===== config.mk =====
export PLATFORM = sky130hd
export DESIGN_NAME = fetch_unit_flat
export DESIGN_NICKNAME = d
export VERILOG_FILES = /design/src/rtl/fetch_unit_if.sv /design/src/rtl/fetch_unit.sv /design/src/flat_wrapper.sv
export SDC_FILE = /design/constraint.sdc
export NUM_CORES = 1
export LEC_CHECK = 0
export CAP_MARGIN = 20
export CORE_ASPECT_RATIO = 1.75
export CORE_MARGIN = 2
export CORE_UTILIZATION = 40
export DETAILED_ROUTE_END_ITERATION = 12
export PLACE_DENSITY = 0.65
export SLEW_MARGIN = 20
export SYNTH_ARGS = -nofsm -noshare
export SYNTH_HDL_FRONTEND = slang
export SYNTH_SLANG_ARGS = --single-unit

===== constraint.sdc =====
create_clock -name clk -period 6.59 [get_ports clk]
set_input_delay 1.977 -clock clk [delete_from_list [all_inputs] [get_ports clk]]
set_output_delay 1.977 -clock clk [all_outputs]
set_load 0.005 [all_outputs]

===== src/rtl/fetch_unit_if.sv =====
// Bus bundle between the fetch stage, instruction memory, execute (redirect) and decode.
interface fetch_unit_if;
  logic        imem_req;
  logic [31:0] imem_addr;
  logic        imem_gnt;
  logic        imem_rvalid;
  logic [31:0] imem_rdata;
  logic        redirect;
  logic [31:0] redirect_pc;
  logic        instr_valid;
  logic [31:0] instr;
  logic [31:0] pc;
  logic        instr_ready;

  modport master (
    output imem_req, imem_addr, instr_valid, instr, pc,
    input  imem_gnt, imem_rvalid, imem_rdata, redirect, redirect_pc, instr_ready
  );

  modport slave (
    input  imem_req, imem_addr, instr_valid, instr, pc,
    output imem_gnt, imem_rvalid, imem_rdata, redirect, redirect_pc, instr_ready
  );
endinterface


===== src/rtl/fetch_unit.sv =====
// RV32I fetch stage: owns the PC, issues word fetches, buffers two slots in a ring for decode.
// Slot states:
//   EMPTY   | slot free
//   PENDING | request granted, waiting for the memory response
//   FULL    | instruction captured, presented to decode when at head
module fetch_unit #(
  parameter logic [31:0] RESET_PC = 32'h0000_0000
) (
  input logic          clk,
  input logic          rst_n,
  fetch_unit_if.master bus
);

  typedef enum logic [1:0] {
    EMPTY   = 2'd0,
    PENDING = 2'd1,
    FULL    = 2'd2
  } slot_state_e;

  slot_state_e st_q[2];
  slot_state_e st_d[2];
  logic [31:0] slot_pc_q[2];
  logic [31:0] slot_pc_d[2];
  logic [31:0] slot_instr_q[2];
  logic [31:0] slot_instr_d[2];
  logic        head_q, head_d;
  logic        tail_q, tail_d;
  logic        fill_q, fill_d;
  logic [1:0]  drop_q, drop_d;
  logic [31:0] pc_q, pc_d;

  logic [1:0]  occ;
  logic [1:0]  pend;
  logic        pop;
  logic        grant;
  logic [2:0]  budget;

  always_comb begin
    occ  = 2'd0;
    pend = 2'd0;
    for (int i = 0; i < 2; i++) begin
      if (st_q[i] != EMPTY)   occ  = occ + 2'd1;
      if (st_q[i] == PENDING) pend = pend + 2'd1;
    end
  end

  assign bus.instr_valid = (st_q[head_q] == FULL);
  assign bus.instr       = slot_instr_q[head_q];
  assign bus.pc          = slot_pc_q[head_q];
  assign bus.imem_addr   = pc_q;

  assign pop = bus.instr_valid & bus.instr_ready;

  // Slots freed by this cycle's pop can be refilled immediately; discarded
  // in-flight responses still occupy memory capacity.
  assign budget       = {1'b0, occ} + {1'b0, drop_q} - {2'b00, pop};
  assign bus.imem_req = !bus.redirect && (budget < 3'd2);
  assign grant        = bus.imem_req & bus.imem_gnt;

  always_comb begin
    st_d         = st_q;
    slot_pc_d    = slot_pc_q;
    slot_instr_d = slot_instr_q;
    head_d       = head_q;
    tail_d       = tail_q;
    fill_d       = fill_q;
    drop_d       = drop_q;
    pc_d         = pc_q;

    if (bus.redirect) begin
      for (int i = 0; i < 2; i++) st_d[i] = EMPTY;
      head_d = 1'b0;
      tail_d = 1'b0;
      fill_d = 1'b0;
      pc_d   = bus.redirect_pc & ~32'd3;
      drop_d = drop_q + pend - {1'b0, bus.imem_rvalid};
    end else begin
      if (pop) begin
        st_d[head_q] = EMPTY;
        head_d       = ~head_q;
      end
      if (bus.imem_rvalid) begin
        if (drop_q != 2'd0) begin
          drop_d = drop_q - 2'd1;
        end else begin
          st_d[fill_q]         = FULL;
          slot_instr_d[fill_q] = bus.imem_rdata;
          fill_d               = ~fill_q;
        end
      end
      // Applied last: with both slots busy and a pop, tail aliases the freed head slot.
      if (grant) begin
        st_d[tail_q]      = PENDING;
        slot_pc_d[tail_q] = pc_q;
        tail_d            = ~tail_q;
        pc_d              = pc_q + 32'd4;
      end
    end
  end

  always_ff @(posedge clk or negedge rst_n) begin
    if (!rst_n) begin
      for (int i = 0; i < 2; i++) begin
        st_q[i]         <= EMPTY;
        slot_pc_q[i]    <= '0;
        slot_instr_q[i] <= '0;
      end
      head_q <= 1'b0;
      tail_q <= 1'b0;
      fill_q <= 1'b0;
      drop_q <= 2'd0;
      pc_q   <= RESET_PC;
    end else begin
      st_q         <= st_d;
      slot_pc_q    <= slot_pc_d;
      slot_instr_q <= slot_instr_d;
      head_q       <= head_d;
      tail_q       <= tail_d;
      fill_q       <= fill_d;
      drop_q       <= drop_d;
      pc_q         <= pc_d;
    end
  end

endmodule


===== src/flat_wrapper.sv =====
// flat-port wrapper written by rule: the top's interface ports become plain ports
module fetch_unit_flat 
#(
  parameter logic [31:0] RESET_PC = 32'h0000_0000
)
  (clk, rst_n, bus_imem_req, bus_imem_addr, bus_instr_valid, bus_instr, bus_pc, bus_imem_gnt, bus_imem_rvalid, bus_imem_rdata, bus_redirect, bus_redirect_pc, bus_instr_ready);
  fetch_unit_if bus_i ();
  input logic clk;
  input logic rst_n;
  output wire logic [$bits(bus_i.imem_req)-1:0] bus_imem_req;
  output wire logic [$bits(bus_i.imem_addr)-1:0] bus_imem_addr;
  output wire logic [$bits(bus_i.instr_valid)-1:0] bus_instr_valid;
  output wire logic [$bits(bus_i.instr)-1:0] bus_instr;
  output wire logic [$bits(bus_i.pc)-1:0] bus_pc;
  input wire logic [$bits(bus_i.imem_gnt)-1:0] bus_imem_gnt;
  input wire logic [$bits(bus_i.imem_rvalid)-1:0] bus_imem_rvalid;
  input wire logic [$bits(bus_i.imem_rdata)-1:0] bus_imem_rdata;
  input wire logic [$bits(bus_i.redirect)-1:0] bus_redirect;
  input wire logic [$bits(bus_i.redirect_pc)-1:0] bus_redirect_pc;
  input wire logic [$bits(bus_i.instr_ready)-1:0] bus_instr_ready;
  assign bus_imem_req = bus_i.imem_req;
  assign bus_imem_addr = bus_i.imem_addr;
  assign bus_instr_valid = bus_i.instr_valid;
  assign bus_instr = bus_i.instr;
  assign bus_pc = bus_i.pc;
  assign bus_i.imem_gnt = bus_imem_gnt;
  assign bus_i.imem_rvalid = bus_imem_rvalid;
  assign bus_i.imem_rdata = bus_imem_rdata;
  assign bus_i.redirect = bus_redirect;
  assign bus_i.redirect_pc = bus_redirect_pc;
  assign bus_i.instr_ready = bus_instr_ready;
  fetch_unit #(.RESET_PC(RESET_PC)) u_core (.clk(clk), .rst_n(rst_n), .bus(bus_i));
endmodule

; Word level (Yosys, flattened, before mapping)
; Index checks and enable logic that the tools add are counted.
[totals]
in_bits = 70
regBits = 169
[op_classes]
n_eq_ne = 4
add_sub_neg = 8
bitwise = 18
muxes = 44
reduce_logical = 16
magnitude_cmp = 7
[ops]
columns = operator, n
row1 = 32-bit 2-to-1 mux, 10
row2 = 64-bit bitwise mux, 2
row3 = 32-bit demux with 1-bit select, 2
row4 = "32-bit by 3-bit adder with 32-bit output, second input constant", 1
row5 = 4-bit 2-to-1 mux, 7
row6 = 2-bit 2-to-1 mux, 11
row7 = 2-bit nonzero test, 7
row8 = 1-bit 2-to-1 mux, 9
row9 = 2-bit demux with 1-bit select, 3
row10 = "2-bit greater-or-equal comparator, second input constant", 3
row11 = "2-bit by 1-bit less-than comparator with 1-bit output, second input constant", 3
row12 = 1-bit NOT with 2-bit output, 3
row13 = 2-bit AND reduction, 3
row14 = 1-bit NOT, 5
row15 = "1-bit by 1-bit adder with 2-bit output, second input constant", 2
row16 = 2-bit bitwise AND, 2
row17 = 4-bit bitwise AND, 1
row18 = "2-bit by 1-bit equality test with 1-bit output, second input constant", 2
row19 = 1-bit logical AND, 4
row20 = 2-bit NOT, 2
row21 = 4-bit NOT, 1
row22 = 2-bit bitwise OR, 2
row23 = 2-bit by 2-bit adder with 3-bit output, 1
row24 = "3-bit by 2-bit less-than comparator with 1-bit output, second input constant", 1
row25 = other kinds (9), 10

; Logic depth before layout (Yosys ltp)
; Gate-level depths: netlist of run 1.
[depth]
word_depth = 16
depth_mapped = 13
ltp_nobuf = 11

; Worst setup path before layout of run 1
; Ideal clock, no wire load.
[synth_timing]
path_type = input to output
start = input port bus_instr_ready
end = output port bus_imem_req
required_ns = 4.613
t_arrival_ns = 3.241
setup_slack_ns = 1.372
stages = 6
n_path_buf = 0
path_cell_list = and2_1 ha_1 nand2b_1 fa_1 xnor2_1 nor3b_1
[synth_between]
elab_chain_cells = 4
[synth_lines]
columns = element, line_no
row1 = start: declaration, flat_wrapper.sv:20  ; input wire logic [$bits(bus_i.instr_ready)-1:0] bus_instr_ready;
row2 = 1-bit bitwise AND, fetch_unit.sv:52  ; assign pop = bus.instr_valid & bus.instr_ready;
row3 = 3-bit by 1-bit subtractor with 3-bit output, fetch_unit.sv:56  ; assign budget = {1'b0, occ} + {1'b0, drop_q} - {2'b00, pop};
row4 = 3-bit by 2-bit less-than comparator with 1-bit output, fetch_unit.sv:57  ; assign bus.imem_req = !bus.redirect && (budget < 3'd2);
row5 = 1-bit logical AND, fetch_unit.sv:57
row6 = end: declaration, flat_wrapper.sv:10  ; output wire logic [$bits(bus_i.imem_req)-1:0] bus_imem_req;
; No other way between the ends.

; Worst setup path after layout of run 1
; Same ends and word-level chain as after synthesis.

==> impl_metrics.csv, run 1 <==
group,metric,value,unit
synth,async_flop_share,100,%
timing,fin_crit,6.25,ns
critical_path,critical_path_buf_inv_count,2,
floorplan,initial_core_util,40.8,%
detailed_routing,first_pass_iters,4,
synth,synthTopCellsByArea,"dfrtp_1 (52%), mux2_2 (26%), nand2_1 (2.4%)",
critical_path,crit_arrival,4.27,ns
critical_path,r2r_slack,2.85,ns
critical_path,path_max_fanout,3,
global_routing,grt_pass1_vias,6161,
cells_and_area,layout.cells.non_filler,1031,
synth,syn_inst,625,
synth,synth_edf_count,0,
timing,clock.fmax,160,MHz
floorplan,ios,168,
power_and_ir_drop,totalPowerFinal,4.10,mW
cells_and_area,nNetsFinal,856,
cells_and_area,fillers,1708,
critical_path,start_kind,"input pin",
cts,root_buffer,"clkbuf_16",
critical_path,setup.worst_path.class,"in -> out",
cts,cts_setup_buffers,0,
critical_path,worstPathRequired,4.61,ns
synth,yosys.area.top_type,"dfrtp_1",
placement,io_buffers,161,
cts,htreeDepth,4,
floorplan,floorplan.rows,67,
power_and_ir_drop,power_per_cell_area,401,nW/µm²
placement,hpwl,13600,µm
cts,cts_tree,"built",
critical_path,critPathTopFamily,"buffers and inverters",
cells_and_area,finalInstanceArea,10200,µm²
timing,setup_ws,0.343,ns
cts,cts_hold_buf,0,
timing,tightest_slew,0.995,ns
floorplan,die_h,189,µm
timing,fin_hold_ws,0.486,ns
critical_path,worst-path-stages,8,
placement,dp.cells,999,
status,status,"finished, final reports clean",
critical_path,cp_slowest_cell,"clkdlybuf4s50_1",
global_routing,grt_max_degree,68,
cts,ctsLongestPathBuffers,2,
cells_and_area,drive_above_1_share,30.8,%
placement,dpl_cell_area,9620,µm²
detailed_routing,drtIter0Drc,232,
synth,ys.warnings.count,0,
detailed_routing,wirelength,19400,µm
timing,rsz0062_at_grt,"no",
timing,setup_viol,0,
synth,synth_top_area_share,52.4,%
synth,ys_types,52,
cts,clkTransAtPathRegs,0.06,ns
synth,ys_ff_latch,163,
critical_path,r2r-start,"u_core.head_q",
critical_path,cp-end-kind,"output pin",
worst_hold_path,hold_depth,2,
detailed_routing,routedWlPerCell,18.8,µm
cts,cts_made_buffers,17,
power_and_ir_drop,leakagePower,4.39,nW
timing,final_max_slew_viol_count,0,
timing,fin_crit_sh,94.8,%
floorplan,dieArea,20600,µm²
worst_hold_path,hp-class,"reg -> reg",
critical_path,rr_endpoint,"u_core.slot_pc_q[43]",
cts,cts_resized,0,
global_routing,grt-ovfl-total,0,
cts,clkLatencyLatePin,0.42,ns
detailed_routing,vias,5596,
detailed_routing,drc,0,
worst_hold_path,whs_endpoint,"u_core.slot_pc_q[30]",
floorplan,die_w,109,µm
synth,ys.flop_type,"dfrtp_1",
critical_path,cpMostUsedCell,"clkdlybuf4s50_1",
synth,syn_area,7790,µm²
cells_and_area,n_antenna_cell,0,
placement,pre_cts_slack,0.319,ns
job,drv_cap,0,
power_and_ir_drop,peakVddDrop,183,µV
timing,hold_viol_final,0,
critical_path,cp_slowest_stage_delay,0.53,ns
cts,clock-sinks,163,
placement,place.gp.congestion,0.805,
worst_hold_path,worstHoldStart,"u_core.slot_pc_q[30]",
cells_and_area,final_core_util,53.4,%
detailed_routing,via_per_inst,5.43,
critical_path,crit_chain,"clkdlybuf4s50_1, and2_1, ha_1, nand2b_1, fa_1, xnor2_1, nor3b_1, clkdlybuf4s50_1",
synth,synth-seq-area-share,52.4,%
timing,slew_headroom,33.5,%
cells_and_area,syn_to_final_growth,31.1,%
timing,skew,0.0146,ns
global_routing,grt_pass1_wl,31400,µm
timing,setup_tns,0,ns
global_routing,track_usage,19.6,%
floorplan,placeableCoreArea,19100,µm²
critical_path,r2r_cells,12,
global_routing,antenna_found_initial,0,
synth,syn_avg_cell_area,12.5,µm²
detailed_routing,postRouteAntennaNets,0,
-- synthesized netlist by cell type, types with 3 or more instances --
cell type    n
inv_1        8
a31o_2       4
a22oi_1      3
nand4_1     11
xnor2_1      6
buf_2       13
nor2_1      18
mux2_2     182
clkbuf_1    14
buf_4        4
a41oi_1      3
nand3_2      3
o21ai_0     21
buf_1       10
dfrtp_1    163
nor3_1       4
or2_2        3
a221o_1      3
a21o_1       3
nand3_1     19
o311ai_0    11
or4_1        4
nand2b_1     4
and2_1       3
ha_1         8
o211ai_1    11
nand2_1     50
mux2i_1      3
a21oi_1      6
and3_1       3
-- cell usage in the layout, fill, tap and decap left out, types with 6 or more instances in the layout --
cell type          n
nor2_1            16
o211ai_1          11
o311ai_0          11
mux2_2           182
clkbuf_16         17
nand4_1           11
clkdlybuf4s50_1  159
inv_1              8
nand2_1           50
ha_1               8
dfrtp_1          162
o21ai_0           21
nand3_1           19
a21oi_1            6
xnor2_1            6
buf_4             10
-- worst register-to-register path, delay by kind of cell (launching register included) --
family | cells | cell delay (ns)
simple gates | 5 | 1.00
buf+inv | 2 | 0.68
fa+ha+maj | 2 | 0.61
flops | 1 | 0.55
mux | 1 | 0.40
compound gates | 1 | 0.19
xor+xnor | 1 | 0.17
-- metal layers --
metal  part of all wire, %  global-route usage [%]
met1                    37                    20.9
met2                    55                    35.8
met3                   6.4                    5.15
met4                   2.0                    7.50
met5                     0                       0
-- area by class of cell --
cell class,count,area [µm²],area share [%]
timing repair buffer,171,1680,16.5
inverter,9,33.8,0.331
clock inverter,12,145,1.42
tap,241,302,2.95
multi-input combinational,415,3520,34.5
clock buffer,20,447,4.37
sequential,163,4080,40.0
-- state kept, by name (all words and copies together), names as in the netlist --
signal	cells
u_core.head_q	1
u_core.slot_instr_q	64
u_core.fill_q	1
u_core.bus.imem_addr	30
u_core.slot_pc_q	60
u_core.drop_q	2
u_core.st_q	4
u_core.tail_q	1
-- cell families (layout without fill, tap and decap cells) --
group           count (synthesis)  in the layout  synth area share, %
fa+ha+maj                       9              9                 1.54
simple gates                  136            136                 9.01
compound gates                 74             74                 6.70
buf+inv                        50            212                 2.81
other cells                     1              4               0.0481
flops                         163            163                 52.4
xor+xnor                        6              6                0.675
mux                           186            186                 26.8
-- how the worst max path moves through the flow --
stage,startpoint,endpoint
floorplan,bus_instr_ready,bus_imem_req
global placement,bus_instr_ready,bus_imem_req
detailed placement,bus_instr_ready,bus_imem_req
CTS,bus_instr_ready,bus_imem_req
global route,bus_instr_ready,bus_imem_req
finish,bus_instr_ready,bus_imem_req
-- report_power, final --
group	leakage (nW)	internal, mW	switching (mW)
Combinational	2.04	0.968	0.524
Clock	0.276	0.577	0.421
Sequential	2.08	1.36	0.245
Power figures use the tool's default switching activity.
==> inputs of run 2 (changes only) <==
CORE_UTILIZATION = 50   (was 40)
PLACE_DENSITY = 0.79   (was 0.65)
SLEW_MARGIN = not set   (was 20)
==> impl_metrics.csv, run 2 (synthesis gave the netlist of run 1 again) <==
group,metric,value,unit
cells_and_area,finalInstanceArea,10200,µm²
cells_and_area,syn_to_final_growth,30.9,%
power_and_ir_drop,totalPowerFinal,4.20,mW
critical_path,rr_endpoint,"u_core.slot_pc_q[60]",
cells_and_area,final_cell_mix,"mux2_2 (182), dfrtp_1 (162), clkdlybuf4s50_1 (159)",
detailed_routing,drc,0,
floorplan,floorplan.rows,60,
cells_and_area,largest_reg_flops,64,
critical_path,critical_path_buf_inv_count,2,
placement,dpl_cell_area,9530,µm²
critical_path,cp-end-kind,"output pin",
cells_and_area,layout.cells.non_filler,975,
power_and_ir_drop,power_per_cell_area,412,nW/µm²
cts,cts_hold_buf,0,
timing,setup_tns,0,ns
cells_and_area,final_common_cell,"mux2_2",
timing,fin_crit_sh,94.7,%
critical_path,path_max_fanout,3,
detailed_routing,via_per_inst,5.74,
worst_hold_path,hp-class,"reg -> reg",
critical_path,setup.worst_path.class,"in -> out",
cts,cts_resized,0,
placement,dp.cells,942,
critical_path,r2r_slack,2.70,ns
floorplan,ios,168,
floorplan,placeableCoreArea,15300,µm²
floorplan,die_h,169,µm
cts,ctsLongestPathBuffers,2,
worst_hold_path,worstHoldStart,"u_core.slot_pc_q[18]",
cts,cts_tree,"built",
cts,cts_setup_buffers,0,
worst_hold_path,whs_endpoint,"u_core.slot_pc_q[18]",
cells_and_area,largest-register,"u_core.slot_instr_q",
placement,hpwl,13100,µm
cts,cts_made_buffers,17,
global_routing,grt_max_degree,86,
cells_and_area,drive_above_1_share,30.8,%
global_routing,antenna_found_initial,0,
cts,clock-sinks,163,
placement,io_buffers,161,
timing,slew_headroom,34.6,%
global_routing,grt-ovfl-total,0,
critical_path,r2r-start,"u_core.head_q",
cts,clkLatencyLatePin,0.42,ns
critical_path,crit_arrival,4.26,ns
critical_path,cpMostUsedCell,"clkdlybuf4s50_1",
cts,root_buffer,"clkbuf_16",
power_and_ir_drop,leakagePower,4.43,nW
cts,clkTransAtPathRegs,0.06,ns
detailed_routing,drtIter0Drc,251,
timing,final_max_slew_viol_count,0,
critical_path,cp_slowest_cell,"clkdlybuf4s50_1",
timing,rsz0062_at_grt,"no",
floorplan,initial_core_util,50.9,%
timing,setup_viol,0,
job,drv_cap,0,
critical_path,start_kind,"input pin",
cts,htreeDepth,4,
timing,fin_hold_ws,0.492,ns
critical_path,critPathTopFamily,"buffers and inverters",
status,status,"finished, final reports clean",
detailed_routing,vias,5601,
timing,hold_viol_final,0,
global_routing,grt_pass1_wl,30300,µm
global_routing,grt_pass1_vias,6177,
critical_path,startpoint,"bus_instr_ready",
floorplan,die_w,98.3,µm
critical_path,worstPathRequired,4.61,ns
timing,clock.fmax,160,MHz
timing,skew,0.0139,ns
critical_path,cp_slowest_stage_delay,0.53,ns
detailed_routing,wirelength,18900,µm
cells_and_area,nNetsFinal,855,
global_routing,track_usage,22.8,%
critical_path,crit_chain,"clkdlybuf4s50_1, and2_1, ha_1, nand2b_1, fa_1, xnor2_1, nor3b_1, clkdlybuf4s50_1",
worst_hold_path,hold_depth,2,
cells_and_area,n_antenna_cell,0,
floorplan,dieArea,16600,µm²
critical_path,r2r_cells,12,
power_and_ir_drop,peakVddDrop,223,µV
timing,fin_crit,6.24,ns
timing,tightest_slew,0.979,ns
placement,place.gp.congestion,0.794,
detailed_routing,first_pass_iters,4,
detailed_routing,routedWlPerCell,19.4,µm
detailed_routing,postRouteAntennaNets,0,
## run 2: stage by stage
step,worst slack [ns],util (%)
after floorplan,1.37,-
after CTS,0.329,66.5
after detailed placement,0.333,62.2
after global placement,0.409,62.2
final,0.348,66.6
after global routing,0.249,66.6
## run 2: worst min-delay path: cells and delay by family, from the launching register on
kind | cells | cell delay [ns]
flops | 1 | 0.35
compound gates | 1 | 0.06
simple gates | 1 | 0.05
## run 2: worst max-delay path by stage
stage          cells past startpoint           end
5_1_grt                            8  bus_imem_req
4_1_cts                            8  bus_imem_req
3_3_place_gp                       8  bus_imem_req
2_1_floorplan                      6  bus_imem_req
6_report                           8  bus_imem_req
3_5_place_dp                       8  bus_imem_req
## run 2: routing by layer
layer,vias to the layer above,wire length [µm],GRT usage (%)
li1,2586,-,-
met3,36,1260,6.94
met1,2793,6850,23.9
met5,-,0,0
met2,186,10200,41.6
met4,0,541,9.95
## run 2: cell type report
class	instances	area [µm²]
Tap cell	186	233
Timing Repair Buffer	170	1680
Clock buffer	18	439
Sequential cell	163	4080
Inverter	9	33.8
Clock inverter	14	214
Fill cell	1166	5120
Multi-Input combinational cell	415	3520
## run 2: power breakdown
part	internal [mW]	total (mW)	switching [mW]
registers	1.36	1.61	0.248
clock network	0.660	1.09	0.431
logic	0.966	1.50	0.530
==> inputs of run 3 (changes only) <==
SETUP_SLACK_MARGIN = 0.2   (was not set)
==> results of run 3 <==
No change in the layout: final DEF, timing and power equal those of run 2.
